### src/rtl/freq_meas_pkg.sv
// Shared types for the freq_meas slow-input period / high-time meter.
package freq_meas_pkg;

   typedef enum logic {
      ST_IDLE = 1'b0,
      ST_MEAS = 1'b1
   } state_e;

   localparam int EDGE_W = 8;

endpackage

### src/rtl/freq_meas_sync_edge_det.sv
// Multi-stage synchronizer for an asynchronous slow input, followed by
// registered one-cycle rise/fall pulses. Reusable by any slow-input block.
module sync_edge_det #(
   parameter int SYNC_STAGES = 2
) (
   input  logic clk,
   input  logic rst_n,
   input  logic i_async,
   output logic o_rise,
   output logic o_fall
);

   logic [SYNC_STAGES-1:0] r_sync;
   logic                   r_level_d;
   logic                   r_rise;
   logic                   r_fall;
   logic                   w_level;

   assign w_level = r_sync[SYNC_STAGES-1];

   // Pulses are registered so every consumer sees a glitch-free single-cycle strobe.
   always_ff @(posedge clk or negedge rst_n) begin
      if (!rst_n) begin
         r_sync    <= '0;
         r_level_d <= 1'b0;
         r_rise    <= 1'b0;
         r_fall    <= 1'b0;
      end else begin
         r_sync    <= {r_sync[SYNC_STAGES-2:0], i_async};
         r_level_d <= w_level;
         r_rise    <= w_level & ~r_level_d;
         r_fall    <= ~w_level & r_level_d;
      end
   end

   assign o_rise = r_rise;
   assign o_fall = r_fall;

endmodule

### src/rtl/freq_meas.sv
// Measures period and high time of a slow asynchronous input in clk cycles,
// with an edge counter and a timeout flag when edges stop arriving.
module freq_meas
   import freq_meas_pkg::*;
#(
   parameter int CNT_W       = 16,
   parameter int SYNC_STAGES = 2
) (
   input  logic              clk,
   input  logic              reset,
   input  logic              sig_in,
   output logic [CNT_W-1:0]  period,
   output logic [CNT_W-1:0]  high_time,
   output logic              valid,
   output logic              timeout,
   output logic [EDGE_W-1:0] edge_cnt,
   output state_e            dbg_state
);

   localparam logic [CNT_W-1:0]  CNT_MAX  = '1;
   localparam logic [CNT_W-1:0]  CNT_ONE  = CNT_W'(1);
   localparam logic [EDGE_W-1:0] EDGE_ONE = EDGE_W'(1);

   logic              w_rise;
   logic              w_fall;
   logic              w_sat;
   logic              w_arm;
   logic              w_meas_done;
   logic              w_to_set;
   state_e            r_state;
   state_e            w_state_nxt;
   logic [CNT_W-1:0]  r_cnt;
   logic [CNT_W-1:0]  r_hi_lat;
   logic [CNT_W-1:0]  r_period;
   logic [CNT_W-1:0]  r_high_time;
   logic              r_valid;
   logic              r_timeout;
   logic [EDGE_W-1:0] r_edge_cnt;

   sync_edge_det #(
      .SYNC_STAGES (SYNC_STAGES)
   ) u_sync (
      .clk     (clk),
      .rst_n   (reset),
      .i_async (sig_in),
      .o_rise  (w_rise),
      .o_fall  (w_fall)
   );

   assign w_sat = (r_cnt == CNT_MAX);

   // A rise in the same cycle as saturation still closes the measurement.
   always_comb begin
      w_state_nxt = r_state;
      w_arm       = 1'b0;
      w_meas_done = 1'b0;
      w_to_set    = 1'b0;
      case (r_state)
         ST_IDLE: begin
            if (w_rise) begin
               w_state_nxt = ST_MEAS;
               w_arm       = 1'b1;
            end
         end
         ST_MEAS: begin
            if (w_rise) begin
               w_meas_done = 1'b1;
            end else if (w_sat) begin
               w_state_nxt = ST_IDLE;
               w_to_set    = 1'b1;
            end
         end
      endcase
   end

   always_ff @(posedge clk or negedge reset) begin
      if (!reset) begin
         r_state <= ST_IDLE;
      end else begin
         r_state <= w_state_nxt;
      end
   end

   // Counter restarts at 1 on each rise so it equals the rise-to-rise spacing.
   always_ff @(posedge clk or negedge reset) begin
      if (!reset) begin
         r_cnt    <= '0;
         r_hi_lat <= '0;
      end else begin
         if (w_rise) begin
            r_cnt <= CNT_ONE;
         end else if (!w_sat) begin
            r_cnt <= r_cnt + CNT_ONE;
         end
         if (w_fall && (r_state == ST_MEAS)) begin
            r_hi_lat <= r_cnt;
         end
      end
   end

   always_ff @(posedge clk or negedge reset) begin
      if (!reset) begin
         r_period    <= '0;
         r_high_time <= '0;
         r_valid     <= 1'b0;
         r_timeout   <= 1'b0;
         r_edge_cnt  <= '0;
      end else begin
         r_valid <= w_meas_done;
         if (w_rise) begin
            r_edge_cnt <= r_edge_cnt + EDGE_ONE;
         end
         if (w_meas_done) begin
            r_period    <= r_cnt;
            r_high_time <= r_hi_lat;
         end
         if (w_arm) begin
            r_timeout <= 1'b0;
         end else if (w_to_set) begin
            r_timeout <= 1'b1;
         end
      end
   end

   assign period    = r_period;
   assign high_time = r_high_time;
   assign valid     = r_valid;
   assign timeout   = r_timeout;
   assign edge_cnt  = r_edge_cnt;
   assign dbg_state = r_state;

endmodule

### config.mk
export PLATFORM = sky130hd
export DESIGN_NAME = freq_meas
export DESIGN_NICKNAME = d
export VERILOG_FILES = /design/src/rtl/freq_meas_pkg.sv /design/src/rtl/freq_meas_sync_edge_det.sv /design/src/rtl/freq_meas.sv
export SDC_FILE = /design/constraint.sdc
export NUM_CORES = 1
export LEC_CHECK = 0
export CORE_UTILIZATION = 54
export DETAILED_ROUTE_END_ITERATION = 6
export MAX_ROUTING_LAYER = met4
export PLACE_DENSITY = 0.9
export SYNTH_ARGS = -nofsm -noshare
export SYNTH_HDL_FRONTEND = slang
export SYNTH_SLANG_ARGS = --single-unit
### constraint.sdc
create_clock -name clk -period 2.28 [get_ports clk]
set_clock_uncertainty 0.15 [all_clocks]
set_input_delay 0.456 -clock clk [delete_from_list [all_inputs] [get_ports clk]]
set_output_delay 0.456 -clock clk [all_outputs]
set_load 0.02 [all_outputs]
==> results of run 1 <==
==> power groups by stage <==
stage | registers, W | logic, W | clock network (W)
final | 0.00178 | 0.000693 | 0.000985
after global placement | 0.00178 | 0.000681 | 0
after floorplan | 0.00190 | 0.000250 | 0
after global routing | 0.00181 | 0.000747 | 0.00105
after CTS | 0.00178 | 0.000705 | 0.00100
after detailed placement | 0.00180 | 0.000699 | 0
==> through the flow <==
| step | instance area [um2] | utilization (%) |
|---|---|---|
| after floorplan | 3260 | - |
| after detailed placement | 3780 | 66.5 |
| after global routing | 3970 | 70.0 |
| after global placement | 3780 | 66.5 |
| after CTS | 3970 | 70.0 |
| final | 3970 | 70.0 |
==> synth_stat cells, types with 3 or more instances <==
cell type | n | share of area [%]
dfrtp_1 | 80 | 61
mux2_2 | 46 | 16
nand2_1 | 14 | 1.6
a21oi_1 | 10 | 1.5
nand4_1 | 9 | 1.7
buf_2 | 7 | 1.1
nor2_1 | 7 | 0.81
o21ai_0 | 6 | 0.92
clkbuf_1 | 5 | 0.57
nand3_1 | 5 | 0.77
a31oi_1 | 4 | 0.77
o31ai_1 | 4 | 0.92
or4_1 | 4 | 0.92
xnor2_1 | 4 | 1.1
xor2_1 | 4 | 1.1
and3_1 | 3 | 0.57
inv_1 | 3 | 0.34
nor2b_1 | 3 | 0.57
nor3_1 | 3 | 0.46
==> logic make-up (layout without fill, tap and decap cells) <==
| logic type | after synthesis | in the layout | share of synthesized area (%) |
|---|---|---|---|
| mux | 49 | 49 | 16.8 |
| xor+xnor | 8 | 8 | 2.15 |
| flops | 80 | 80 | 61.3 |
| fa+ha+maj | 2 | 2 | 0.766 |
| simple gates | 58 | 58 | 10.2 |
| buf+inv | 18 | 70 | 2.91 |
| compound gates | 31 | 31 | 5.86 |
==> final timing paths <==
check / startpoint / to / slack [ps] / cells after the start
max: r_cnt[0] / r_cnt[12] / 180 / 5
min: u_sync.r_sync[0] / u_sync.r_sync[1] / 210 / 0
max reg2reg: r_cnt[0] / r_cnt[12] / 180 / 5
min reg2reg: u_sync.r_sync[0] / u_sync.r_sync[1] / 210 / 0
max in group asynchronous: reset / high_time[10] / 900 / 3
min in group asynchronous: reset / period[6] / 510 / 2
==> cell type report <==
type                       count  area share, %
tap                           72           2.27
clock buffer                  10           3.21
multi-input combinational    148           29.4
clock inverter                 5           1.48
inverter                       3          0.283
timing repair buffer          52           13.0
sequential                    80           50.4
==> state kept, by name, summed over array words and instances (netlist names) <==
signal,flops
u_sync.r_sync,2
dbg_state,1
r_hi_lat,16
high_time,16
edge_cnt,8
u_sync.o_rise,1
timeout,1
valid,1
period,16
u_sync.o_fall,1
r_cnt,16
u_sync.r_level_d,1
==> routing by layer <==
metal	vias up	routed length, um	global-route usage, %
li1	986	-	-
met1	1085	2660	27.9
met2	68	2950	33.9
met3	14	278	4.34
met4	0	108	10.7
met5	-	0	-
==> what timing repair did <==
| item | CTS | global route |
|---|---|---|
| gates resized for setup | 0 | 0 |
| endpoints found under the hold margin | 28 | 0 |
| hold buffers | 1 | 0 |
==> impl_metrics.py, run 1 <==
metrics = {
    "routing": {
        "via_per_inst": 5.82,
        "wirelength_mm": 6.00,
        "vias": 2153,
        "remaining_drc_errors": 0,
        "wl_per_cell_um": 16.2,
        "firstDrtPassIters": 5,
        "antenna_left": 0,
        "first_iter_violations": 184,
    },
    "final_layout": {
        "fin_cells": 370,
        "mostFrequentLayoutCells": "dfrtp_1, mux2_2, clkdlybuf4s50_1",
        "multi_input_area_um2": 1170,
        "ff_latch_area_um2": 2000,
        "nFillCells": 410,
        "drive_above_1_share_pct": 23.8,
        "fin_nets": 299,
        "final_common_cell": "dfrtp_1",
        "area_growth_pct": 21.7,
        "n_antenna_cell": 0,
    },
    "placement": {
        "place_ws_ps": 251,
        "post-place-cells": 354,
        "place.gp.congestion": 0.862,
        "dp_hpwl_mm": 4.07,
        "port-buffer-count": 45,
    },
    "clocking": {
        "clk_pin_slew_ps": 70,
        "postCtsSetupBuffers": 0,
        "cts_buffers": 9,
        "clk_latency_ps": 350,
        "clock_tree.root_cell": "clkbuf_8",
        "clk_path_buf_depth": 2,
        "h-tree-depth": 3,
        "cts_sinks": 80,
        "tritoncts": "yes",
    },
    "grt": {
        "grt-ovfl-total": 0,
        "first_global_vias": 2128,
        "grt_max_degree": 50,
        "gr-usage-all-layers_pct": 22.0,
        "antenna_found_initial": 0,
        "grt_first_pass_wirelength_mm": 10.2,
    },
    "synth": {
        "ys_ff_latch": 80,
        "syn_nets": 251,
        "synthArstFlopShare_pct": 100,
        "synth_seq_area_share_pct": 61.3,
        "synth_area_um2": 3260,
        "ys.flop_type": "dfrtp_1",
        "synth-edff-count": 0,
        "syn_inst": 246,
        "ys_warn_count": 0,
        "ys_types": 37,
        "avgSynthCellArea_um2": 13.3,
    },
    "power": {
        "clock_power_share_pct": 28.5,
        "intPower_w": 0.00247,
        "power_switching_w": 0.000992,
        "p_per_area_nw_per_um2": 870,
        "ir_worst_vdd_uv": 673,
        "fin_total_pwr_w": 0.00346,
        "switching_share_pct": 28.7,
        "power_frac_seq_pct": 51.5,
        "p_leak_nw": 1.82,
        "power_frac_comb_pct": 20.1,
    },
    "flow_run": {
        "drv_cap": 0,
    },
    "timing": {
        "max_freq_mhz": 477,
        "final.setup.worst_slack_ps": 182,
        "worst_pin_slew_ps": 597,
        "maxSlewViolCount": 0,
        "slew_headroom_pct": 60.2,
        "finalHoldViolCount": 0,
        "finalCritPeriodShare_pct": 92.0,
        "setup_viol": 0,
        "tns_ps": 0,
        "holdWs_ps": 210,
        "fin_crit_ps": 2100,
        "rsz0062_at_grt": "no",
    },
    "die": {
        "start_util_pct": 57.5,
        "ioPinCount": 46,
        "fp.dieH_um": 79.8,
        "fp.coreArea_um2": 5680,
        "fp.dieW_um": 79.8,
        "rows": 27,
        "die_area_um2": 6360,
    },
    "critical_path": {
        "critPathMaxStageDelay_ps": 530,
        "crit_chain": "ha_1, and3_1, nand2_4, or4_1, a21oi_1",
        "worstSetupPathType": "flop to flop",
        "arrival_ps": 2220,
        "required_ps": 2400,
        "start_kind": "flop",
        "path_max_fanout": 9,
        "critical_path_buf_inv_count": 0,
        "worstSetupEndpointType": "flop",
        "critical-path-top-delay-family": "simple AND/OR/NAND/NOR gates",
        "critPathSlowestCell": "or4_1",
    },
    "hold_path": {
        "hp-class": "flop to flop",
    },
    "status": {
        "status": "complete, no violations",
    },
}
Power figures use the tool's default switching activity.
==> run 2, diff against run 1 <==
--- a/config.mk
+++ b/config.mk
@@ -9,6 +9,7 @@
 export DETAILED_ROUTE_END_ITERATION = 6
 export MAX_ROUTING_LAYER = met4
 export PLACE_DENSITY = 0.9
+export SETUP_SLACK_MARGIN = 0.1
 export SYNTH_ARGS = -nofsm -noshare
 export SYNTH_HDL_FRONTEND = slang
 export SYNTH_SLANG_ARGS = --single-unit
==> run 2 against run 1 <==
  * Worst hold slack is essentially flat
  * Largest power group unchanged
  * Via count shrank 0.93%
  * First-iteration DRC count shrank 4.3%
==> impl_metrics.py, run 2 (synthesis results as in run 1) <==
metrics = {
    "status": {
        "status": "complete, no violations",
    },
    "clocking": {
        "clk_path_buf_depth": 2,
        "cts_sinks": 80,
        "clock_tree.root_cell": "clkbuf_8",
        "h-tree-depth": 3,
        "postCtsSetupBuffers": 0,
        "clk_pin_slew_ps": 70,
        "tritoncts": "yes",
        "clk_latency_ps": 340,
        "cts_buffers": 9,
    },
    "critical_path": {
        "r2r_start": "r_cnt[0]",
        "path_max_fanout": 6,
        "critPathSlowestCell": "clkdlybuf4s50_1",
        "arrival_ps": 1430,
        "worstSetupPathType": "flop to output pin",
        "startpoint": "edge_cnt[2]",
        "critical-path-top-delay-family": "buffers and inverters",
        "critical_path_buf_inv_count": 1,
        "required_ps": 1670,
        "critPathMaxStageDelay_ps": 640,
        "crit_chain": "clkdlybuf4s50_1",
        "start_kind": "flop",
        "worstSetupEndpointType": "output pin",
    },
    "routing": {
        "wl_per_cell_um": 16.1,
        "vias": 2133,
        "wirelength_mm": 5.96,
        "remaining_drc_errors": 0,
        "via_per_inst": 5.76,
        "first_iter_violations": 176,
        "firstDrtPassIters": 4,
        "antenna_left": 0,
    },
    "die": {
        "fp.coreArea_um2": 5680,
        "ioPinCount": 46,
        "fp.dieW_um": 79.8,
        "fp.dieH_um": 79.8,
        "rows": 27,
        "start_util_pct": 57.5,
        "die_area_um2": 6360,
    },
    "timing": {
        "max_freq_mhz": 492,
        "finalCritPeriodShare_pct": 89.2,
        "worst_pin_slew_ps": 598,
        "maxSlewViolCount": 0,
        "setup_viol": 0,
        "fin_crit_ps": 2030,
        "rsz0062_at_grt": "no",
        "slew_headroom_pct": 60.1,
        "tns_ps": 0,
        "finalHoldViolCount": 0,
    },
    "placement": {
        "port-buffer-count": 45,
        "place.gp.congestion": 0.862,
        "dp_hpwl_mm": 4.07,
    },
    "power": {
        "p_per_area_nw_per_um2": 869,
        "p_leak_nw": 1.82,
        "ir_worst_vdd_uv": 673,
        "fin_total_pwr_w": 0.00345,
    },
    "final_layout": {
        "n_antenna_cell": 0,
        "mostFrequentLayoutCells": "dfrtp_1, mux2_2, clkdlybuf4s50_1",
        "fin_nets": 299,
        "final_common_cell": "dfrtp_1",
        "area_growth_pct": 21.7,
        "drive_above_1_share_pct": 24.2,
    },
    "grt": {
        "grt_first_pass_wirelength_mm": 10.2,
        "first_global_vias": 2128,
        "grt-ovfl-total": 0,
        "gr-usage-all-layers_pct": 22.0,
        "antenna_found_initial": 0,
        "grt_max_degree": 50,
    },
    "hold_path": {
        "hp-class": "flop to flop",
        "min_from": "u_sync.r_sync[0]",
    },
    "flow_run": {
        "drv_cap": 0,
    },
}
==> run 2: changes by cell type in the layout (fill, tap and decap cells not counted) <==
cell    previous run  this run
and3_1             3         2
and3_2             0         1
==> run 2: worst paths after layout <==
path | end | slack [ps] | cells past startpoint
setup reg to reg | r_cnt[12] | 270 | 5
max in group asynchronous | high_time[10] | 890 | 3
hold / removal | u_sync.r_sync[1] | 210 | 0
min in group asynchronous | period[6] | 510 | 2
hold reg to reg | u_sync.r_sync[1] | 210 | 0
setup / recovery | edge_cnt[2] | 250 | 1
==> run 2: final cells by class <==
class                      instances  area, um2
tap                               72       90.1
clock buffer                      10        128
multi-input combinational        148       1170
inverter                           3       11.3
sequential                        80       2000
clock inverter                     5       58.8
timing repair buffer              52        515
fill                             411       1700
==> run 2: power by group <==
part           internal, W  switching, W  leakage [nW]
registers          0.00160      0.000175          1.07
logic             0.000364      0.000330         0.661
clock network     0.000500      0.000481        0.0883
total              0.00247      0.000986          1.82
==> run 2: metrics by stage <==
step | instances | worst slack, ps | instance area, um2 | hold slack [ps] | util [%]
floorplan | 246 | 490 | 3260 | 10.4 | -
global placement | 354 | 338 | 3780 | 184 | 66.5
detailed placement | 354 | 251 | 3780 | 203 | 66.5
CTS | 370 | 219 | 3970 | 210 | 70.0
global route | 370 | 153 | 3970 | 216 | 70.0
finish | 370 | 246 | 3970 | 210 | 70.0
==> run 2: routing by layer <==
| layer | track usage [%] | up-vias | part of all wire (%) |
|---|---|---|---|
| met4 | 10.7 | 0 | 1.1 |
| met5 | - | - | 0 |
| met2 | 33.9 | 56 | 50 |
| met3 | 4.34 | 8 | 4.5 |
| met1 | 27.9 | 1081 | 44 |
| li1 | - | 988 | - |
==> run 2: repair_timing <==
item | in CTS | in global routing
hold buffers | 1 | 0
resized for setup | 0 | 1
endpoints found under the hold margin | 28 | 0
setup endpoints to repair | 0 | 2
